**src/rtl/rx_buff_bank_ctrl.sv**
```systemverilog
// rx_buff_bank_ctrl
// Steers an always-accepted word stream into the two halves (banks) of an
// external rx_buff RAM that is written on every clock. Frames are packed into
// the currently FILLING bank; when a new frame no longer fits, that bank is
// closed and handed to the reader, and filling moves to the other bank.
//
// Ports
//   clk, reset_n                 clock, asynchronous active-low reset
//   wr_valid, wr_data, wr_last   incoming word stream (wr_last = end of frame)
//   buff_a, buff_d               registered rx_buff write address / data
//   bank_ready[1:0]              bank b holds valid data for the reader
//   bank0_len, bank1_len         valid word count per bank
//   bank_done[1:0]               one-cycle release pulse from the reader
//   drop_cnt                     saturating count of dropped/truncated frames
//   dbg_bank_st                  {bank1 state, bank0 state} for observation
//
// Optional feature: define RX_BUFF_TIMEOUT_EN to close a partially filled
// bank after TIMEOUT idle cycles between frames.
//
// Stream handshake: there is no back-pressure. Every cycle with wr_valid
// high transfers one word; words that cannot be stored are discarded and the
// affected frame is counted once in drop_cnt.
module rx_buff_bank_ctrl #(
  parameter int AW            = 10,
  parameter int DW            = 64,
  parameter int MAX_FRM_WORDS = 200,
  parameter int TIMEOUT       = 1024
) (
  input  logic          clk,
  input  logic          reset_n,
  input  logic          wr_valid,
  input  logic [DW-1:0] wr_data,
  input  logic          wr_last,
  output logic [AW-1:0] buff_a,
  output logic [DW-1:0] buff_d,
  output logic [1:0]    bank_ready,
  output logic [AW-2:0] bank0_len,
  output logic [AW-2:0] bank1_len,
  input  logic [1:0]    bank_done,
  output logic [31:0]   drop_cnt,
  output logic [3:0]    dbg_bank_st
);

  localparam int LW = AW - 1;
  // Top word of each bank is a scratch slot used as the parking address.
  localparam logic [LW-1:0] CAP    = {LW{1'b1}};
  localparam logic [LW-1:0] MAXW   = LW'(MAX_FRM_WORDS);
  localparam logic [LW-1:0] LEN_1  = LW'(1);
  localparam logic [31:0]   DROP_1 = 32'd1;

  typedef enum logic [1:0] {B_FREE, B_FILLING, B_CLOSING, B_READY} bank_st_e;

  bank_st_e      st_q [2], st_d [2];
  logic [LW-1:0] len_q [2], len_d [2];
  logic          close_ph_q [2], close_ph_d [2]; // high in second CLOSING cycle
  logic          last_filled_q, last_filled_d;
  logic          in_frame_q, in_frame_d;         // next word is not a sof
  logic          frm_drop_q, frm_drop_d;         // current frame already counted as dropped
  logic [LW-1:0] frm_cnt_q, frm_cnt_d;           // words stored for current frame
  logic [31:0]   drop_q, drop_d;
  logic [AW-1:0] buff_a_q, buff_a_d;
  logic [DW-1:0] buff_d_q, buff_d_d;

  logic fill_vld, fill_b, room_ok, drop_inc, wr_en, wr_bank, alt_b;

`ifdef RX_BUFF_TIMEOUT_EN
  localparam int IW = $clog2(TIMEOUT + 1);
  localparam logic [IW-1:0] IDLE_MAX = IW'(TIMEOUT);
  localparam logic [IW-1:0] IDLE_1   = IW'(1);
  logic [IW-1:0] idle_q, idle_d;
`endif

  assign fill_vld = (st_q[0] == B_FILLING) || (st_q[1] == B_FILLING);
  assign fill_b   = (st_q[1] == B_FILLING);
  assign room_ok  = (CAP - len_q[fill_b]) >= MAXW;

  always_comb begin
    st_d          = st_q;
    len_d         = len_q;
    close_ph_d    = close_ph_q;
    last_filled_d = last_filled_q;
    in_frame_d    = in_frame_q;
    frm_drop_d    = frm_drop_q;
    frm_cnt_d     = frm_cnt_q;
    buff_a_d      = buff_a_q;
    buff_d_d      = buff_d_q;
    drop_inc      = 1'b0;
    wr_en         = 1'b0;
    wr_bank       = 1'b0;
    alt_b         = 1'b0;
`ifdef RX_BUFF_TIMEOUT_EN
    idle_d        = idle_q;
`endif

    // CLOSING spans two cycles so the last registered write lands first.
    // Releases act on the pre-release state; sof logic below never touches
    // a READY bank, so the two cannot collide.
    for (int b = 0; b < 2; b++) begin
      if (st_q[b] == B_CLOSING) begin
        close_ph_d[b] = ~close_ph_q[b];
        if (close_ph_q[b]) st_d[b] = B_READY;
      end else if (st_q[b] == B_READY && bank_done[b]) begin
        st_d[b]  = B_FREE;
        len_d[b] = '0;
      end
    end

    if (wr_valid) begin
      in_frame_d = ~wr_last;
`ifdef RX_BUFF_TIMEOUT_EN
      idle_d = '0;
`endif
      if (!in_frame_q) begin
        frm_cnt_d  = '0;
        frm_drop_d = 1'b0;
        if (fill_vld && room_ok) begin
          wr_en   = 1'b1;
          wr_bank = fill_b;
        end else begin
          if (fill_vld) begin
            st_d[fill_b]       = B_CLOSING;
            close_ph_d[fill_b] = 1'b0;
          end
          // Strict alternation: the candidate is always the bank not last filled.
          alt_b = fill_vld ? ~fill_b : ~last_filled_q;
          if (st_q[alt_b] == B_FREE) begin
            st_d[alt_b]   = B_FILLING;
            last_filled_d = alt_b;
            wr_en         = 1'b1;
            wr_bank       = alt_b;
          end else begin
            frm_drop_d = 1'b1;
            drop_inc   = 1'b1;
          end
        end
      end else if (!frm_drop_q) begin
        if (frm_cnt_q < MAXW) begin
          wr_en   = 1'b1;
          wr_bank = fill_b;
        end else begin
          frm_drop_d = 1'b1;
          drop_inc   = 1'b1;
        end
      end
    end else begin
`ifdef RX_BUFF_TIMEOUT_EN
      if (idle_q != IDLE_MAX) idle_d = idle_q + IDLE_1;
      if (fill_vld && len_q[fill_b] != '0 && !in_frame_q && idle_d == IDLE_MAX) begin
        st_d[fill_b]       = B_CLOSING;
        close_ph_d[fill_b] = 1'b0;
        idle_d             = '0;
      end
`endif
    end

    if (wr_en) begin
      buff_a_d         = {wr_bank, len_q[wr_bank]};
      buff_d_d         = wr_data;
      len_d[wr_bank]   = len_q[wr_bank] + LEN_1;
      frm_cnt_d        = frm_cnt_d + LEN_1;
    end else if (st_d[0] == B_FILLING) begin
      buff_a_d = {1'b0, len_d[0]};
    end else if (st_d[1] == B_FILLING) begin
      buff_a_d = {1'b1, len_d[1]};
    end else begin
      buff_a_d = {last_filled_d, CAP};
    end

    drop_d = (drop_inc && drop_q != '1) ? drop_q + DROP_1 : drop_q;
  end

  always_ff @(posedge clk or negedge reset_n) begin
    if (!reset_n) begin
      st_q[0]       <= B_FREE;
      st_q[1]       <= B_FREE;
      len_q[0]      <= '0;
      len_q[1]      <= '0;
      close_ph_q[0] <= 1'b0;
      close_ph_q[1] <= 1'b0;
      last_filled_q <= 1'b1;
      in_frame_q    <= 1'b0;
      frm_drop_q    <= 1'b0;
      frm_cnt_q     <= '0;
      drop_q        <= '0;
      buff_a_q      <= {1'b1, CAP};
      buff_d_q      <= '0;
`ifdef RX_BUFF_TIMEOUT_EN
      idle_q        <= '0;
`endif
    end else begin
      st_q          <= st_d;
      len_q         <= len_d;
      close_ph_q    <= close_ph_d;
      last_filled_q <= last_filled_d;
      in_frame_q    <= in_frame_d;
      frm_drop_q    <= frm_drop_d;
      frm_cnt_q     <= frm_cnt_d;
      drop_q        <= drop_d;
      buff_a_q      <= buff_a_d;
      buff_d_q      <= buff_d_d;
`ifdef RX_BUFF_TIMEOUT_EN
      idle_q        <= idle_d;
`endif
    end
  end

  assign buff_a      = buff_a_q;
  assign buff_d      = buff_d_q;
  assign bank_ready  = {st_q[1] == B_READY, st_q[0] == B_READY};
  assign bank0_len   = len_q[0];
  assign bank1_len   = len_q[1];
  assign drop_cnt    = drop_q;
  assign dbg_bank_st = {st_q[1], st_q[0]};

endmodule

```
**config.mk**
```make
export PLATFORM = sky130hd
export DESIGN_NAME = rx_buff_bank_ctrl
export DESIGN_NICKNAME = d
export VERILOG_FILES = /design/src/rtl/rx_buff_bank_ctrl.sv
export SDC_FILE = /design/constraint.sdc
export NUM_CORES = 1
export LEC_CHECK = 0
export CORE_ASPECT_RATIO = 0.75
export CORE_MARGIN = 2
export CORE_UTILIZATION = 44
export CTS_BUF_LIST = sky130_fd_sc_hd__clkbuf_2
export CTS_CLUSTER_DIAMETER = 80
export DETAILED_ROUTE_END_ITERATION = 8
export DONT_BUFFER_PORTS = 1
export PLACE_DENSITY = 0.69
export SLEW_MARGIN = 20
export SYNTH_ARGS = -nofsm -noshare
export SYNTH_HDL_FRONTEND = slang
export SYNTH_SLANG_ARGS = --single-unit
```
**constraint.sdc**
```tcl
create_clock -name clk -period 4.5 [get_ports clk]
set_input_delay 0.45 -clock clk [delete_from_list [all_inputs] [get_ports clk]]
set_output_delay 0.45 -clock clk [all_outputs]
set_load 0.03 [all_outputs]
```
==> results of run 1 <==
[synth_stat cells, types with 2 or more instances]
| library cell | n | share of area, % |
|---|---|---|
| nor3b_1 | 3 | 0.35 |
| dfstp_2 | 11 | 4.5 |
| xnor2_1 | 30 | 4.1 |
| mux2i_1 | 2 | 0.31 |
| a31oi_1 | 7 | 0.68 |
| or3_1 | 2 | 0.20 |
| nand4_1 | 21 | 2.1 |
| and3_1 | 19 | 1.9 |
| nor3_1 | 10 | 0.78 |
| or2_2 | 2 | 0.20 |
| a21oi_1 | 23 | 1.8 |
| and2_1 | 10 | 0.98 |
| nand2_1 | 234 | 14 |
| inv_1 | 6 | 0.35 |
| o31ai_1 | 6 | 0.70 |
| nand2b_1 | 3 | 0.29 |
| ha_1 | 3 | 0.59 |
| buf_2 | 14 | 1.1 |
| dfrtp_1 | 131 | 51 |
| a311oi_1 | 2 | 0.27 |
| xor2_1 | 8 | 1.1 |
| o21ai_0 | 30 | 2.3 |
| nor2b_1 | 4 | 0.39 |
| nor2_1 | 20 | 1.2 |
| a21o_1 | 6 | 0.70 |
| mux2_2 | 8 | 1.4 |
| o32ai_1 | 2 | 0.27 |
| a31o_2 | 2 | 0.27 |
| nand3_1 | 23 | 1.8 |
| o22ai_1 | 4 | 0.39 |
| clkbuf_1 | 14 | 0.82 |
[layer usage]
metal / share of wire (%) / vias up
met4: 1.5 / 0
li1: - / 2433
met5: 0 / -
met2: 48 / 216
met3: 8.2 / 21
met1: 42 / 2536
[metrics by stage]
stage / util (%) / setup slack [ns] / instance area, um^2 / std cells / power (W)
3_3_place_gp: 45.84 / 1.272 / 6583 / 858 / 0.002801
6_report: 52.34 / 1.079 / 7515 / 958 / 0.003594
5_1_grt: 52.34 / 0.7881 / 7515 / 958 / 0.003827
4_1_cts: 52.27 / 1.090 / 7505 / 957 / 0.003612
3_5_place_dp: 45.84 / 1.151 / 6583 / 858 / 0.002839
2_1_floorplan: - / 1.327 / 6409 / 682 / 0.002632
[report_power, final]
group          internal (W)  total, W  switching, W
logic              0.000286  0.000731      0.000446
registers           0.00153   0.00217      0.000638
clock network      0.000245  0.000693      0.000448
total               0.00206   0.00359       0.00153
[worst paths after layout]
kind / cells after the start / endpoint / slack, ns
setup / recovery: 10 / bank0_len[8]$_DFF_PN0_ / 1.08
max in group asynchronous: 2 / drop_cnt[13]$_DFFE_PN0P_ / 3.54
min in group asynchronous: 2 / bank1_len[3]$_DFF_PN0_ / 0.42
setup reg to reg: 10 / bank0_len[8]$_DFF_PN0_ / 1.08
hold / removal: 2 / frm_cnt_q[8]$_DFF_PN0_ / 0.17
hold reg to reg: 1 / frm_cnt_q[8]$_DFF_PN0_ / 0.52
[area by class of cell]
type | count | share of cell area [%]
flip-flops and latches | 142 | 47.47
multi-input cells | 504 | 35.90
repair buffers | 76 | 10.16
well taps | 200 | 3.330
clock inverters | 12 | 1.648
clock buffers | 18 | 1.199
inverters | 6 | 0.2997
[sequential cells by signal (all words and copies together) (netlist names)]
name	flops
last_filled_q	1
bank0_len	9
close_ph_q	2
dbg_bank_st	4
bank1_len	9
frm_cnt_q	9
drop_cnt	32
frm_drop_q	1
in_frame_q	1
buff_d	64
buff_a	10
[kinds of logic after synthesis]
kind of cell,synth area share (%)
AOI/OAI and AO/OA,9.489
xor gates and xnor gates,5.193
adders and majority gates,0.5858
buffers and inverters,2.440
DFF,55.66
muxes,1.718
and+or+nand+nor,24.91
==> results.sh, run 1 <==
export IMPL_status="finished clean"
export IMPL_r2r_start="dbg_bank_st[3]$_DFF_PN0_"
export IMPL_wl_mm=15.89
export IMPL_syn_nets=755
export IMPL_period_minus_slack_ns=3.421
export IMPL_h_tree_depth=4
export IMPL_grt_max_degree=143
export IMPL_path_cells="nand2b_1 > a311oi_1 > o32ai_1 > and2_1 > buf_4 > mux2_2 > ha_1 > nand3_1 > or2_2 > o311ai_0"
export IMPL_grt_ovfl_total=0
export IMPL_via_per_inst=5.434
export IMPL_synth_flop_cell="dfrtp_1"
export IMPL_dr_total_vias=5206
export IMPL_synthArstFlopShare_pct=100.0
export IMPL_hold_buffers=69
export IMPL_grt_util_met1_pct=27.41
export IMPL_cts_resized_gates=0
export IMPL_slowest_delay_ns=0.80
export IMPL_drive_above_1_share_pct=8.707
export IMPL_setup_violations=0
export IMPL_endpoint_kind="flip-flop"
export IMPL_hold_class="primary input to flip-flop"
export IMPL_initial_core_util_pct=44.63
export IMPL_ant_nets=0
export IMPL_yosys_register_bits=142
export IMPL_drtPass1Iterations=5
export IMPL_final_nets=820
export IMPL_crit_type="flip-flop to flip-flop"
export IMPL_grt_util_met3_pct=7.972
export IMPL_fill_cells=1274
export IMPL_yosysWarnings=0
export IMPL_crit_start="dbg_bank_st[3]$_DFF_PN0_"
export IMPL_grt_met2_usage_pct=32.23
export IMPL_power_density_mw_per_mm2=478.3
export IMPL_clock_latency_ns=0.69
export IMPL_fmax_mhz=292.3
export IMPL_drv_slew=0
export IMPL_fin_crit_sh_pct=76.02
export IMPL_synth_avg_cell_area_um2=9.397
export IMPL_setup_tns_final_ns=0
export IMPL_grt_pass1_vias=5017
export IMPL_dieHeight_um=108.5
export IMPL_rsz0062_at_grt="false"
export IMPL_clock_path_buffers=2
export IMPL_cts_root_buf="clkbuf_2"
export IMPL_synth_cells=682
export IMPL_cts_buffers=17
export IMPL_antenna_cells=0
export IMPL_dr_first_iter_drc_count=336
export IMPL_ir_drop_v=0.0002166
export IMPL_ys_types=53
export IMPL_track_usage_pct=20.86
export IMPL_start_kind="flip-flop"
export IMPL_multiInputGateArea_mm2=0.002698
export IMPL_cts_num_sinks=142
export IMPL_drt_drc_violations_left=0
export IMPL_worstPathArrival_ns=3.98
export IMPL_io_buffers=0
export IMPL_busiest_layer="met2"
export IMPL_num_rows=38
export IMPL_cp_required_ns=5.06
export IMPL_cpLargestDelayFamily="simple AND/OR/NAND/NOR gates"
export IMPL_yosysSeqAreaShare_pct=55.66
export IMPL_synth_edf_count=0
export IMPL_timing_hold_ws_ns=0.1722
export IMPL_maxSlewHeadroom_pct=48.43
export IMPL_maxCapViolations=0
export IMPL_area_delta_synth_final_pct=17.26
export IMPL_finalHoldViolCount=0
export IMPL_seqCellArea_mm2=0.003567
export IMPL_cts_setup_buffers=0
export IMPL_mostFrequentLayoutCells="nand2_1 (234), dfrtp_1 (131), dlygate4sd3_1 (69)"
export IMPL_grt_pass1_wl_mm=25.61
export IMPL_place_congestion=0.8475
export IMPL_dp_hpwl_mm=10.16
export IMPL_slowest_stage="dfrtp_1"
export IMPL_cts_tree="built"
export IMPL_post_drt_wl_per_cell_um=16.59
export IMPL_leakagePower_nw=3.520
export IMPL_antenna_found_initial=0
export IMPL_holdCritStartpoint="wr_valid"
export IMPL_finClkSkew_ns=0.02670
export IMPL_design_die_area_mm2=0.01556
export IMPL_syn_area_mm2=0.006409
export IMPL_worstMarginPinSlew_ns=0.7727
export IMPL_worst_path_max_fanout=19
export IMPL_layout_commonest_cell="nand2_1"
export IMPL_critPathBufInv=1
export IMPL_die_x_um=143.4
export IMPL_ioPinCount=200
export IMPL_core_mm2=0.01436
export IMPL_clk_pin_slew_ns=0.19
(Power assumes the default switching activity.)
==> run 2: changes to the inputs <==
PLACE_DENSITY = 0.71   (was 0.69)
clock period = 3.02 ns   (was 4.5 ns; I/O delays follow)
==> results.sh, run 2 (same netlist as run 1, synthesis figures left out) <==
export IMPL_clock_path_buffers=2
export IMPL_start_kind="flip-flop"
export IMPL_grt_ovfl_total=0
export IMPL_power_density_mw_per_mm2=698.5
export IMPL_violations="negative hold slack"
export IMPL_rrSetupSlack_ns=0.22
export IMPL_design_die_area_mm2=0.01556
export IMPL_drv_slew=0
export IMPL_final_nets=839
export IMPL_wl_mm=16.64
export IMPL_post_drt_wl_per_cell_um=17.01
export IMPL_ant_nets=0
export IMPL_setup_tns_final_ns=0
export IMPL_dp_hpwl_mm=10.66
export IMPL_slowest_stage="dfrtp_1"
export IMPL_antenna_found_initial=0
export IMPL_endpoint_kind="flip-flop"
export IMPL_dieHeight_um=108.5
export IMPL_path_cells="or3_1 > a31oi_1 > a31o_2 > and2_2 > mux2_2 > ha_1 > buf_4 > nor3_1 > o21ai_0 > o21ai_0"
export IMPL_cts_root_buf="clkbuf_2"
export IMPL_ioPinCount=200
export IMPL_cp_required_ns=3.64
export IMPL_crit_path_frequent_cell="o21ai_0"
export IMPL_dr_total_vias=5419
export IMPL_hold_class="primary input to asynchronous set/reset pin"
export IMPL_clock_latency_ns=0.69
export IMPL_worstMarginPinSlew_ns=0.7433
export IMPL_worst_path_max_fanout=7
export IMPL_grt_pass1_vias=5204
export IMPL_cts_num_sinks=142
export IMPL_status="complete, but fails checks"
export IMPL_num_rows=38
export IMPL_slowest_delay_ns=0.45
export IMPL_ir_drop_v=0.0003663
export IMPL_fin_crit_sh_pct=92.63
export IMPL_critPathBufInv=1
export IMPL_drt_drc_violations_left=0
export IMPL_antenna_cells=0
export IMPL_h_tree_depth=4
export IMPL_fmax_mhz=357.5
export IMPL_drive_above_1_share_pct=11.70
export IMPL_grt_pass1_wl_mm=25.88
export IMPL_drtPass1Iterations=7
export IMPL_setup_violations=0
export IMPL_worstPathArrival_ns=3.42
export IMPL_layout_commonest_cell="nand2_1"
export IMPL_cts_setup_buffers=0
export IMPL_crit_type="flip-flop to flip-flop"
export IMPL_finalHoldViolCount=142
export IMPL_initial_core_util_pct=44.63
export IMPL_via_per_inst=5.541
export IMPL_grt_max_degree=143
export IMPL_track_usage_pct=21.26
export IMPL_reg2reg_to="bank0_len[2]$_DFF_PN0_"
export IMPL_finClkSkew_ns=0.03514
export IMPL_cts_buffers=17
export IMPL_clk_pin_slew_ns=0.21
export IMPL_maxCapViolations=0
export IMPL_design_area_mm2=0.007616
export IMPL_place_congestion=0.8785
export IMPL_cts_tree="built"
export IMPL_r2r_start="frm_cnt_q[5]$_DFF_PN0_"
export IMPL_largest_reg_flops=64
export IMPL_hold_buffers=67
export IMPL_rsz0062_at_grt="false"
export IMPL_dr_first_iter_drc_count=410
export IMPL_core_mm2=0.01436
export IMPL_cpLargestDelayFamily="simple AND/OR/NAND/NOR gates"
export IMPL_io_buffers=0
export IMPL_fill_cells=1261
export IMPL_dpl_instance_area_mm2=0.006751
export IMPL_area_delta_synth_final_pct=18.84
export IMPL_reg2reg_depth=10
export IMPL_mostFrequentLayoutCells="nand2_1 (234), dfrtp_1 (127), dlygate4sd3_1 (67)"
export IMPL_maxSlewHeadroom_pct=50.39
export IMPL_die_x_um=143.4
export IMPL_leakagePower_nw=3.600
export IMPL_timing_hold_ws_ns=-0.7384
export IMPL_period_minus_slack_ns=2.797
export IMPL_power_total_w=0.005320
run 2: layout make-up:
type	count	area (um^2)	area share, %
sequential	142	3572	46.90
multi-input combinational	504	2699	35.44
timing repair buffer	95	880.8	11.57
tap	200	250.2	3.286
clock inverter	13	101.3	1.331
clock buffer	18	90.09	1.183
inverter	6	22.52	0.2957
run 2: how the worst max path moves through the flow:
stage | startpoint | end | slack [ns] | depth (start not counted)
floorplan | dbg_bank_st[1]$_DFF_PN0_ | bank0_len[8]$_DFF_PN0_ | 0.05 | 13
global placement | frm_cnt_q[5]$_DFF_PN0_ | bank0_len[8]$_DFF_PN0_ | 0.30 | 9
detailed placement | frm_cnt_q[5]$_DFF_PN0_ | bank0_len[8]$_DFF_PN0_ | 0.15 | 9
CTS | frm_cnt_q[5]$_DFF_PN0_ | bank0_len[8]$_DFF_PN0_ | 0.11 | 9
global route | dbg_bank_st[0]$_DFF_PN0_ | drop_cnt[4]$_DFFE_PN0P_ | 0.01 | 8
finish | frm_cnt_q[5]$_DFF_PN0_ | bank0_len[2]$_DFF_PN0_ | 0.22 | 10
run 2: per-stage QoR:
stage | util, % | worst slack [ns] | instances
2_1_floorplan | - | 0.04534 | 682
3_3_place_gp | 47.02 | 0.3016 | 880
3_5_place_dp | 47.02 | 0.1477 | 880
4_1_cts | 53.02 | 0.1057 | 978
5_1_grt | 53.04 | 0.01338 | 978
6_report | 53.04 | 0.2226 | 978
run 2: per-layer routing:
layer | vias up | part of all wire [%] | GRT usage [%]
met5 | - | 0 | 0
met4 | 0 | 1.9 | 7.493
met3 | 35 | 9.0 | 8.105
met2 | 269 | 48 | 33.60
met1 | 2641 | 41 | 26.90
li1 | 2474 | - | -
run 2: what timing repair did:
action                                 in CTS  in global routing
endpoints found under the hold margin     217                142
gates resized for setup                     0                  3
setup endpoints to repair                   0                  4
run 2: power by group:
group          internal, W  switching (W)
logic             0.000457       0.000737
registers          0.00228       0.000875
clock network     0.000282       0.000683
